`config.mk`:
```
export PLATFORM = sky130hd
export DESIGN_NAME = aes_inv_subbytes_stage_flat
export DESIGN_NICKNAME = d
export VERILOG_FILES = /design/src/rtl/aes_pkg.sv /design/src/rtl/aes_inv_subbytes_stage_if.sv /design/src/rtl/aes_inv_subbytes_stage_sbox.sv /design/src/rtl/aes_inv_subbytes_stage.sv /design/src/flat_wrapper.sv
export SDC_FILE = /design/constraint.sdc
export NUM_CORES = 2
export LEC_CHECK = 0
export CAP_MARGIN = 20
export CORE_MARGIN = 2
export CORE_UTILIZATION = 59
export CTS_BUF_LIST = sky130_fd_sc_hd__clkbuf_4 sky130_fd_sc_hd__clkbuf_8 sky130_fd_sc_hd__clkbuf_16
export CTS_CLUSTER_DIAMETER = 120
export DETAILED_ROUTE_END_ITERATION = 10
export GPL_ROUTABILITY_DRIVEN = 1
export HOLD_SLACK_MARGIN = 0.03
export PLACE_DENSITY_LB_ADDON = 0.25
export SLEW_MARGIN = 20
export SYNTH_ARGS = -nofsm -noshare
export SYNTH_HDL_FRONTEND = slang
export SYNTH_SLANG_ARGS = --single-unit
```
`constraint.sdc`:
```
create_clock -name clk -period 18.4 [get_ports clk]
set_clock_uncertainty 0.2 [all_clocks]
set_input_delay 1.84 -clock clk [delete_from_list [all_inputs] [get_ports clk]]
set_output_delay 1.84 -clock clk [all_outputs]
set_load 0.02 [all_outputs]
```
`src/rtl/aes_pkg.sv`:
```
// aes_pkg: shared AES state type, byte indexing and InvShiftRows helper
package aes_pkg;
  localparam int AES_BLOCK_BYTES = 16;
  localparam int AES_NB = 4;
  typedef logic [127:0] aes_state_t;
  function automatic int byte_pos(input int k);
    return 127 - 8 * k;
  endfunction
  // row r rotated right by r: s'[r][c] = s[r][(c-r) mod 4], byte index 4c+r
  function automatic aes_state_t isr(input aes_state_t s);
    aes_state_t r;
    r = '0;
    for (int c = 0; c < AES_NB; c++)
      for (int w = 0; w < 4; w++)
        r[byte_pos(4 * c + w) -: 8] = s[byte_pos(4 * ((c - w + 4) % 4) + w) -: 8];
    return r;
  endfunction
endpackage

```
`src/rtl/aes_inv_subbytes_stage_if.sv`:
```
// aes_inv_subbytes_stage_if: valid/ready input and output channels of the stage
interface aes_inv_subbytes_stage_if;
  import aes_pkg::*;
  logic in_valid;
  logic in_ready;
  aes_state_t in_state;
  logic out_valid;
  logic out_ready;
  aes_state_t out_state;
  logic busy;
  modport master(output in_valid, in_state, out_ready, input in_ready, out_valid, out_state, busy);
  modport slave(input in_valid, in_state, out_ready, output in_ready, out_valid, out_state, busy);
endinterface

```
`src/rtl/aes_inv_subbytes_stage_sbox.sv`:
```
// aes_inv_subbytes_stage_sbox: combinational AES inverse S-box (inverse affine, then GF(2^8) inverse)
module aes_inv_subbytes_stage_sbox (
  input  logic [7:0] a,
  output logic [7:0] y
);
  function automatic logic [7:0] gmul(input logic [7:0] x, input logic [7:0] z);
    logic [7:0] p, v;
    p = '0;
    v = x;
    for (int i = 0; i < 8; i++) begin
      p = p ^ (z[i] ? v : 8'h00);
      v = {v[6:0], 1'b0} ^ (v[7] ? 8'h1b : 8'h00);
    end
    return p;
  endfunction
  // x^254 is the multiplicative inverse, and maps 0 to 0
  function automatic logic [7:0] ginv(input logic [7:0] x);
    logic [7:0] r, q;
    r = 8'h01;
    q = x;
    for (int i = 1; i < 8; i++) begin
      q = gmul(q, q);
      r = gmul(r, q);
    end
    return r;
  endfunction
  logic [7:0] t;
  assign t = {a[6:0], a[7]} ^ {a[4:0], a[7:5]} ^ {a[1:0], a[7:2]} ^ 8'h05;
  assign y = ginv(t);
endmodule

```
`src/rtl/aes_inv_subbytes_stage.sv`:
```
// aes_inv_subbytes_stage: multi-cycle InvSubBytes over LANES bytes per cycle, optional InvShiftRows on capture
module aes_inv_subbytes_stage
  import aes_pkg::*;
#(
  parameter int LANES = 4,
  parameter bit INV_SHIFT = 1'b1
) (
  input logic clk,
  input logic rst_n,
  aes_inv_subbytes_stage_if.slave bus
);
  typedef enum logic [1:0] {IDLE, SUB, DONE} state_t;
  localparam int NPASS = AES_BLOCK_BYTES / LANES;
  localparam int CW = NPASS > 1 ? $clog2(NPASS) : 1;
  localparam logic [CW-1:0] LAST = CW'(NPASS - 1);
  state_t state, nxt;
  logic [CW-1:0] cnt;
  aes_state_t work, sub_work;
  logic cap;
  logic [7:0] sb_in [LANES];
  logic [7:0] sb_out [LANES];
  for (genvar l = 0; l < LANES; l++) begin : g_lane
    assign sb_in[l] = work[byte_pos(int'(cnt) * LANES + l) -: 8];
    aes_inv_subbytes_stage_sbox u_sbox (.a(sb_in[l]), .y(sb_out[l]));
  end
  always_comb begin
    sub_work = work;
    for (int l = 0; l < LANES; l++) sub_work[byte_pos(int'(cnt) * LANES + l) -: 8] = sb_out[l];
  end
  assign bus.in_ready = state == IDLE || (state == DONE && bus.out_ready);
  assign cap = bus.in_valid && bus.in_ready;
  assign bus.out_valid = state == DONE;
  assign bus.out_state = work;
  assign bus.busy = state != IDLE;
  always_comb begin
    nxt = state;
    nxt = cap ? SUB
        : state == SUB ? (cnt == LAST ? DONE : SUB)
        : state == DONE && !bus.out_ready ? DONE
        : IDLE;
  end
  always_ff @(posedge clk or negedge rst_n) begin
    if (!rst_n) begin
      state <= IDLE;
      cnt <= '0;
      work <= '0;
    end else begin
      state <= nxt;
      cnt <= cap ? '0 : (state == SUB && cnt != LAST) ? cnt + 1'b1 : cnt;
      work <= cap ? (INV_SHIFT ? isr(bus.in_state) : bus.in_state) : state == SUB ? sub_work : work;
    end
  end
endmodule

```
`src/flat_wrapper.sv`:
```
// flat-port wrapper written by rule: the top's interface ports become plain ports
module aes_inv_subbytes_stage_flat import aes_pkg::*;
#(
  parameter int LANES = 4,
  parameter bit INV_SHIFT = 1'b1
)
  (clk, rst_n, bus_in_valid, bus_in_state, bus_out_ready, bus_in_ready, bus_out_valid, bus_out_state, bus_busy);
  aes_inv_subbytes_stage_if bus_i ();
  input logic clk;
  input logic rst_n;
  input wire logic [$bits(bus_i.in_valid)-1:0] bus_in_valid;
  input wire logic [$bits(bus_i.in_state)-1:0] bus_in_state;
  input wire logic [$bits(bus_i.out_ready)-1:0] bus_out_ready;
  output wire logic [$bits(bus_i.in_ready)-1:0] bus_in_ready;
  output wire logic [$bits(bus_i.out_valid)-1:0] bus_out_valid;
  output wire logic [$bits(bus_i.out_state)-1:0] bus_out_state;
  output wire logic [$bits(bus_i.busy)-1:0] bus_busy;
  assign bus_i.in_valid = bus_in_valid;
  assign bus_i.in_state = bus_in_state;
  assign bus_i.out_ready = bus_out_ready;
  assign bus_in_ready = bus_i.in_ready;
  assign bus_out_valid = bus_i.out_valid;
  assign bus_out_state = bus_i.out_state;
  assign bus_busy = bus_i.busy;
  aes_inv_subbytes_stage #(.LANES(LANES), .INV_SHIFT(INV_SHIFT)) u_core (.clk(clk), .rst_n(rst_n), .bus(bus_i));
endmodule
```
Word level (Yosys, flattened, before mapping)
Cells that the tools add are included.
Word-level totals
  output and inout bits: 131
  logic and storage cells: 1633
  register bits after elaboration: 132
  input port bits: 132
Operators by class
  equal/unequal tests: 4
  bitwise logic cells: 768
  add/subtract/negate cells: 12
  shifts and indexed selects: 12
  reduce and logical (&&, ||, !) cells: 10
  muxes and demuxes: 824
Operators with widths (count)
  $mux W8: 420
  $xor A8 B8 Y8: 384
  $xor A8 B5 Y8: 352
  $mux W5: 368
  $shift A8 B33 Y135 const A: 4
  $shiftx A135 B32 Y8: 4
  $shiftx A8 B33 Y135: 4
  $bwmux W128: 4
  $mux W128: 2
  $neg A32 Y33: 4
  $sub A8 B32 Y32 const A: 3
  $xor A7 B8 Y8: 4
  $mux W7: 4
  $xor A6 B7 Y7: 4
  $mux W6: 4
  $xor A5 B6 Y6: 4
  $mux W2: 10
  $xor A4 B5 Y5: 4
  $mux W4: 4
  $xor A3 B4 Y4: 4
  $mux W3: 4
  $xor A2 B3 Y3: 4
  $add A4 B2 Y5 const B: 2
  $not A2 Y2: 4
  other kinds (13): 25

Logic depth before layout (Yosys ltp)
  word-level depth: 131
  mapped depth: 96
  gate-level depth less buffers: 77

Hierarchy
Synthesis repeated with hierarchy kept, for this count alone.
Unflattened totals
  cell total of the unflattened synthesis: 9285
  area total of the unflattened synthesis: 73638.1 um2
Modules (own cells, without submodules)
  aes_inv_subbytes_stage_sbox (u_core.g_lane[1].u_sbox ...): seq. area each 0.0 um2, instances 3, cells each 2127, area an instance 16244.3 um2
  aes_inv_subbytes_stage_sbox (u_core.g_lane[0].u_sbox): seq. area each 0.0 um2, instances 1, cells each 2067, area an instance 16523.3 um2
  aes_inv_subbytes_stage: seq. area each 3303.2 um2, instances 1, cells each 837, area an instance 8381.8 um2

Worst setup path before layout
Ideal clock, no wire load.
  kind: register to register
  start: register u_core.cnt[0]
  end: register u_core.work[100], in the netlist u_core.bus.out_state[100]
  data arrival time: 19.829 ns
  slack: -1.759 ns
  cell stages (with the launch flop): 88
  period minus slack after synthesis: 20.159 ns
  data required time: 18.069 ns
  setup time: 0.131 ns
  buffers on the path: 19
  path through: dfrtp_1 buf_6 mux4_2 buf_6 xnor3_2 inv_1 ha_1 inv_1 ha_1 clkbuf_1 nor2_1 xnor2_1 xnor2_1 xnor3_1 buf_2 buf_6 buf_2 nand2_1 [... 52 more ...] xnor2_1 xnor2_1 xor2_1 clkinv_1 ha_1 clkbuf_1 inv_1 ha_1 a21oi_1 xor2_1 o21ai_0 xnor2_1 nor2_1 xnor3_1 xnor2_1 xnor2_1 xnor2_1 o21ai_1
Between the ends
  word-level cells in the longest chain between the ends: 95
  elaborated cells on any way between the ends: 1609
Ends and longest elaborated chain
  from (decl): line aes_inv_subbytes_stage.sv:17  | logic [CW-1:0] cnt;
  from (signal assigned): line aes_inv_subbytes_stage.sv:49  | cnt <= cap ? '0 : (state == SUB && cnt != LAST) ? cnt + 1'b1 : cnt;
  $add A4 B1 Y5 or $sub A7 B7 Y8 (tied branches): line aes_inv_subbytes_stage.sv:23, aes_inv_subbytes_stage.sv:28, aes_pkg.sv:7
  $sub A8 B32 Y32 or $shiftx A135 B32 Y8 (tied branches): line aes_pkg.sv:7, aes_inv_subbytes_stage.sv:23
  $shiftx A135 B32 Y8 or $xor A8 B8 Y8 (tied branches): line aes_inv_subbytes_stage.sv:23, aes_inv_subbytes_stage_sbox.sv:28
  $xor A8 B8 Y8: line aes_inv_subbytes_stage_sbox.sv:28  | assign t = {a[6:0], a[7]} ^ {a[4:0], a[7:5]} ^ {a[1:0], a[7:2]} ^ 8'h05;
  $xor A8 B8 Y8, or another cell as far along: line aes_inv_subbytes_stage_sbox.sv:28
  $mux W5, or another cell as far along: line aes_inv_subbytes_stage_sbox.sv:12  | v = {v[6:0], 1'b0} ^ (v[7] ? 8'h1b : 8'h00);
  $xor A8 B5 Y8 or $mux W5 (tied branches) (3 in a row): line aes_inv_subbytes_stage_sbox.sv:12
  $xor A8 B5 Y8, or another cell as far along: line aes_inv_subbytes_stage_sbox.sv:12
  [... 71 more ...]
  $mux W8, or another cell as far along: line aes_inv_subbytes_stage_sbox.sv:11  | p = p ^ (z[i] ? v : 8'h00);
  $xor A8 B8 Y8, or another cell as far along (5 in a row): line aes_inv_subbytes_stage_sbox.sv:11
  $xor A8 B8 Y8 or $mux W8 (tied branches): line aes_inv_subbytes_stage_sbox.sv:11
  $xor A8 B8 Y8 or $shiftx A8 B33 Y135 (tied branches): line aes_inv_subbytes_stage_sbox.sv:11, aes_inv_subbytes_stage.sv:28
  $shiftx A8 B33 Y135 or $bwmux W128 (tied branches): line aes_inv_subbytes_stage.sv:28  | for (int l = 0; l < LANES; l++) sub_work[byte_pos(int'(cnt) * LANES + l) -: 8] = sb_out[l];
  $bwmux W128 (2 in a row): line aes_inv_subbytes_stage.sv:28
  $bwmux W128 (*): line aes_inv_subbytes_stage.sv:28
  $mux W128 (*) (2 in a row): line aes_inv_subbytes_stage.sv:50  | work <= cap ? (INV_SHIFT ? isr(bus.in_state) : bus.in_state) : state == SUB ? sub_work : work;
  to (signal assigned): line aes_inv_subbytes_stage.sv:50
  to (decl): line aes_inv_subbytes_stage.sv:18  | aes_state_t work, sub_work;
Every way passes the cells marked *; elsewhere a longest branch is shown, timed or not. The select of a mux whose other input is x is not followed.
A chain may end at the register's enable or synchronous reset.

Final worst setup path
  start: register u_core.cnt[0]
  end: register u_core.work[124], in the netlist u_core.bus.out_state[124]
The elaborated chain is that of the path after synthesis.

==> impl_results.md <==
* Status: completed
* Avg Inst Size Synth at 7.91 um2
* TritonCTS clock tree: built
* Worst hold path depth at 2
* Critical path startpoint: u_core.cnt[0]$_DFFE_PN0P_
* Worst Tran Pin Value at 1.13 ns
* Row count at 127
* Slowest cell on crit path: mux4_2
* Min Tclk post-route at 17.68 ns
* Hold path startpoint: u_core.bus.out_state[113]$_DFFE_PN0P_
* Main combinational cell family by area after synthesis: XOR/XNOR gates
* Post-Synth Adder-Cell Area at 0.0431
* Via count at 67000
* Worst-path clk slew at 0.08 ns
* Largest net degree at the start of global routing at 82
* P&R area growth vs syn at 14.6%
* Synth area leader: xnor2_1
* Syn_nets at 9335
* Largest cells by area after synthesis: xnor2_1 (22%), xnor3_1 (12%), nor2_1 (6.9%)
* Gr ovfl total at 0
* CP peak stage delay at 0.70 ns
* DRC at 0
* Clk Latency, worst-skew pair at 0.50 ns
* Startpoint types: flop
* Clk root buf: clkbuf_16
* Hpwl dp at 170000 um
* Initial Util at 0.593
* Setup_tns at 0 ns
* Die X at 351 um
* CTS max path bufs at 2
* GPL Wtd Cong at 0.990
* Synth top area share at 0.223
* Final Core Density at 0.679
* Worst Hold Path EP: u_core.bus.out_state[113]$_DFFE_PN0P_
* CP Class: reg -> reg
* Die Ht at 351 um
* Final setup fails at 0
* CP Capture Type: flop
* Share of post-route cells with drive strength above 1 at 0.155
* H-tree depth at 4
* Max Slew Vio Count at 0
* Worst r2r dst: u_core.bus.out_state[124]$_DFFE_PN0P_
* Async set or reset register ratio after synthesis at 1.00
* Crit path top cell by count: xnor2_1
* GR Util All Layers at 0.354
* Synth Area in Simple Gates at 0.179
* DR vias/cell at 6.13
* Number of synthesized flops with an enable pin at 0
* Drt total wl at 228000 um
* Pre-CTS setup slack at -0.937 ns
* CTS Sinks at 132
* Register bit count reported by yosys at 132
* CP arrival at 17.84 ns
* Commonest cells in the netlist: xnor2_1 (1809), nor2_1 (1302), nand2_1 (748)
* Worst EP required at 18.56 ns
* Main synth FF type: dfrtp_1
* Post-Synthesis Cells at 8962
* Yosys warns at 0
* Iter 0 DRT Violations at 7217
* TritonRoute pass-1 iters at 7
* Yosys cell types at 126
* Worst reg-to-reg setup slack at 0.72 ns
* Worst r2r path cells at 67
* Vias in the first global route at 63000
* Slew HR at 0.240
* Antenna-violating nets left at 0
* Io pins at 263
* Placed Cells at 10700
* Cell area after synthesis at 70900 um2
* Synth Area in Compound Gates at 0.146
* Antenna violations before repair at 2
* Final Cycle Share at 0.961
* Xor/xnor share of the synthesized area at 0.486
* Fin worst setup slack at 0.723 ns
* HP Class: reg -> reg
* I/O Buffers at 262
* CP max FO at 17
* Max_cap viols at 0
* FMAX at 56.6 MHz
* Core ar. at 120000 um2
* First-pass GRT wire length at 353000 um
* Fin. Hold Viols at 0
* Wire length per cell at 20.9 um
* Reg-to-reg startpoint: u_core.cnt[0]$_DFFE_PN0P_
* Die ar. at 123000 um2
* # nets final at 9683
* Register area share after synthesis at 0.0466
* CTS buffer count at 17
* Cell with the most instances after synthesis: xnor2_1
* Final cell count without fillers at 10900
* Post-synthesis mux area share at 0.0469
==> cell families after synthesis <==
logic type	Yosys count
xor+xnor	2993
buf+inv	857
fa+ha+maj	245
simple gates	2892
mux	281
compound gates	1562
flops	132
==> area by class of cell <==
class	instances	area [um2]
diodes	1	2.50
clock buffers	17	425
clock inverters	15	176
fillers	9919	38400
inverters	288	1160
multi-input cells	7976	66600
flip-flops and latches	132	3310
well taps	1612	2020
repair buffers	895	7640
==> worst max path at each step <==
| stage | endpoint | slack, ns |
|---|---|---|
| floorplan | u_core.bus.out_state[100]$_DFFE_PN0P_ | 0.004 |
| global placement | u_core.bus.out_state[114]$_DFFE_PN0P_ | -0.52 |
| detailed placement | u_core.bus.out_state[114]$_DFFE_PN0P_ | -0.94 |
| CTS | u_core.bus.out_state[100]$_DFFE_PN0P_ | 0.002 |
| global route | u_core.bus.out_state[17]$_DFFE_PN0P_ | -0.09 |
| finish | u_core.bus.out_state[124]$_DFFE_PN0P_ | 0.72 |
==> metrics by stage <==
step           cell area, um2  hold WS, ns
2_1_floorplan           71400        0.307
5_1_grt                 81300        0.365
6_report                81300        0.346
3_3_place_gp            77100        0.321
4_1_cts                 78500        0.346
3_5_place_dp            77100        0.327
==> worst max-delay path: cells and delay by family, from the launching register on <==
family	cells	cell delay [ns]
xor gates and xnor gates	26	7.49
AOI/OAI and AO/OA	8	1.82
muxes	1	0.70
buffers and inverters	13	2.04
and+or+nand+nor	12	2.67
adders and majority gates	7	2.13
DFF	1	0.44
==> flip-flops by register name, summed over array words and instances, names as in the netlist <==
name / flops
u_core.bus.out_state: 128
u_core.cnt: 2
u_core.state: 2
==> routing by layer <==
layer | up-vias | share of wire | GRT usage
met1 | 32100 | 0.42 | 0.482
met5 | - | 0.00067 | 0.00863
met3 | 482 | 0.093 | 0.0621
li1 | 31100 | - | -
met2 | 3317 | 0.46 | 0.572
met4 | 4 | 0.032 | 0.109
==> what timing repair did <==
item | CTS | global route
cloned | 1 | 3
pin swaps | 18 | 103
gates resized for setup | 49 | 309
setup buffers | 42 | 125
setup endpoints to repair | 128 | 128
hold buffers | 0 | 0
==> cells in the final DEF (no fill, tap or decap), types with 41 or more instances in the layout <==
| cell | n |
|---|---|
| xor2_2 | 85 |
| o211ai_1 | 79 |
| nor2b_1 | 100 |
| and3_1 | 41 |
| a211oi_1 | 56 |
| o22ai_1 | 100 |
| xnor3_2 | 52 |
| nand2_1 | 748 |
| xnor2_2 | 219 |
| xnor2_1 | 1647 |
| xnor2_4 | 56 |
| buf_4 | 599 |
| a22oi_1 | 162 |
| mux2i_1 | 204 |
| or3_1 | 54 |
| clkdlybuf4s50_1 | 261 |
| xnor3_1 | 355 |
| o21ai_1 | 53 |
| a21oi_1 | 300 |
| nand2b_1 | 79 |
| and2_1 | 64 |
| nor2_1 | 1287 |
| o21ai_0 | 360 |
| nor3_1 | 164 |
| inv_1 | 185 |
| xor2_1 | 499 |
| inv_2 | 61 |
| xor3_1 | 52 |
| dfrtp_1 | 130 |
| nand3_1 | 176 |
| ha_1 | 202 |
Power is left out: the tool's default activity adds up to more than one toggle a clock period on the data nets, which glitch-free logic cannot reach.
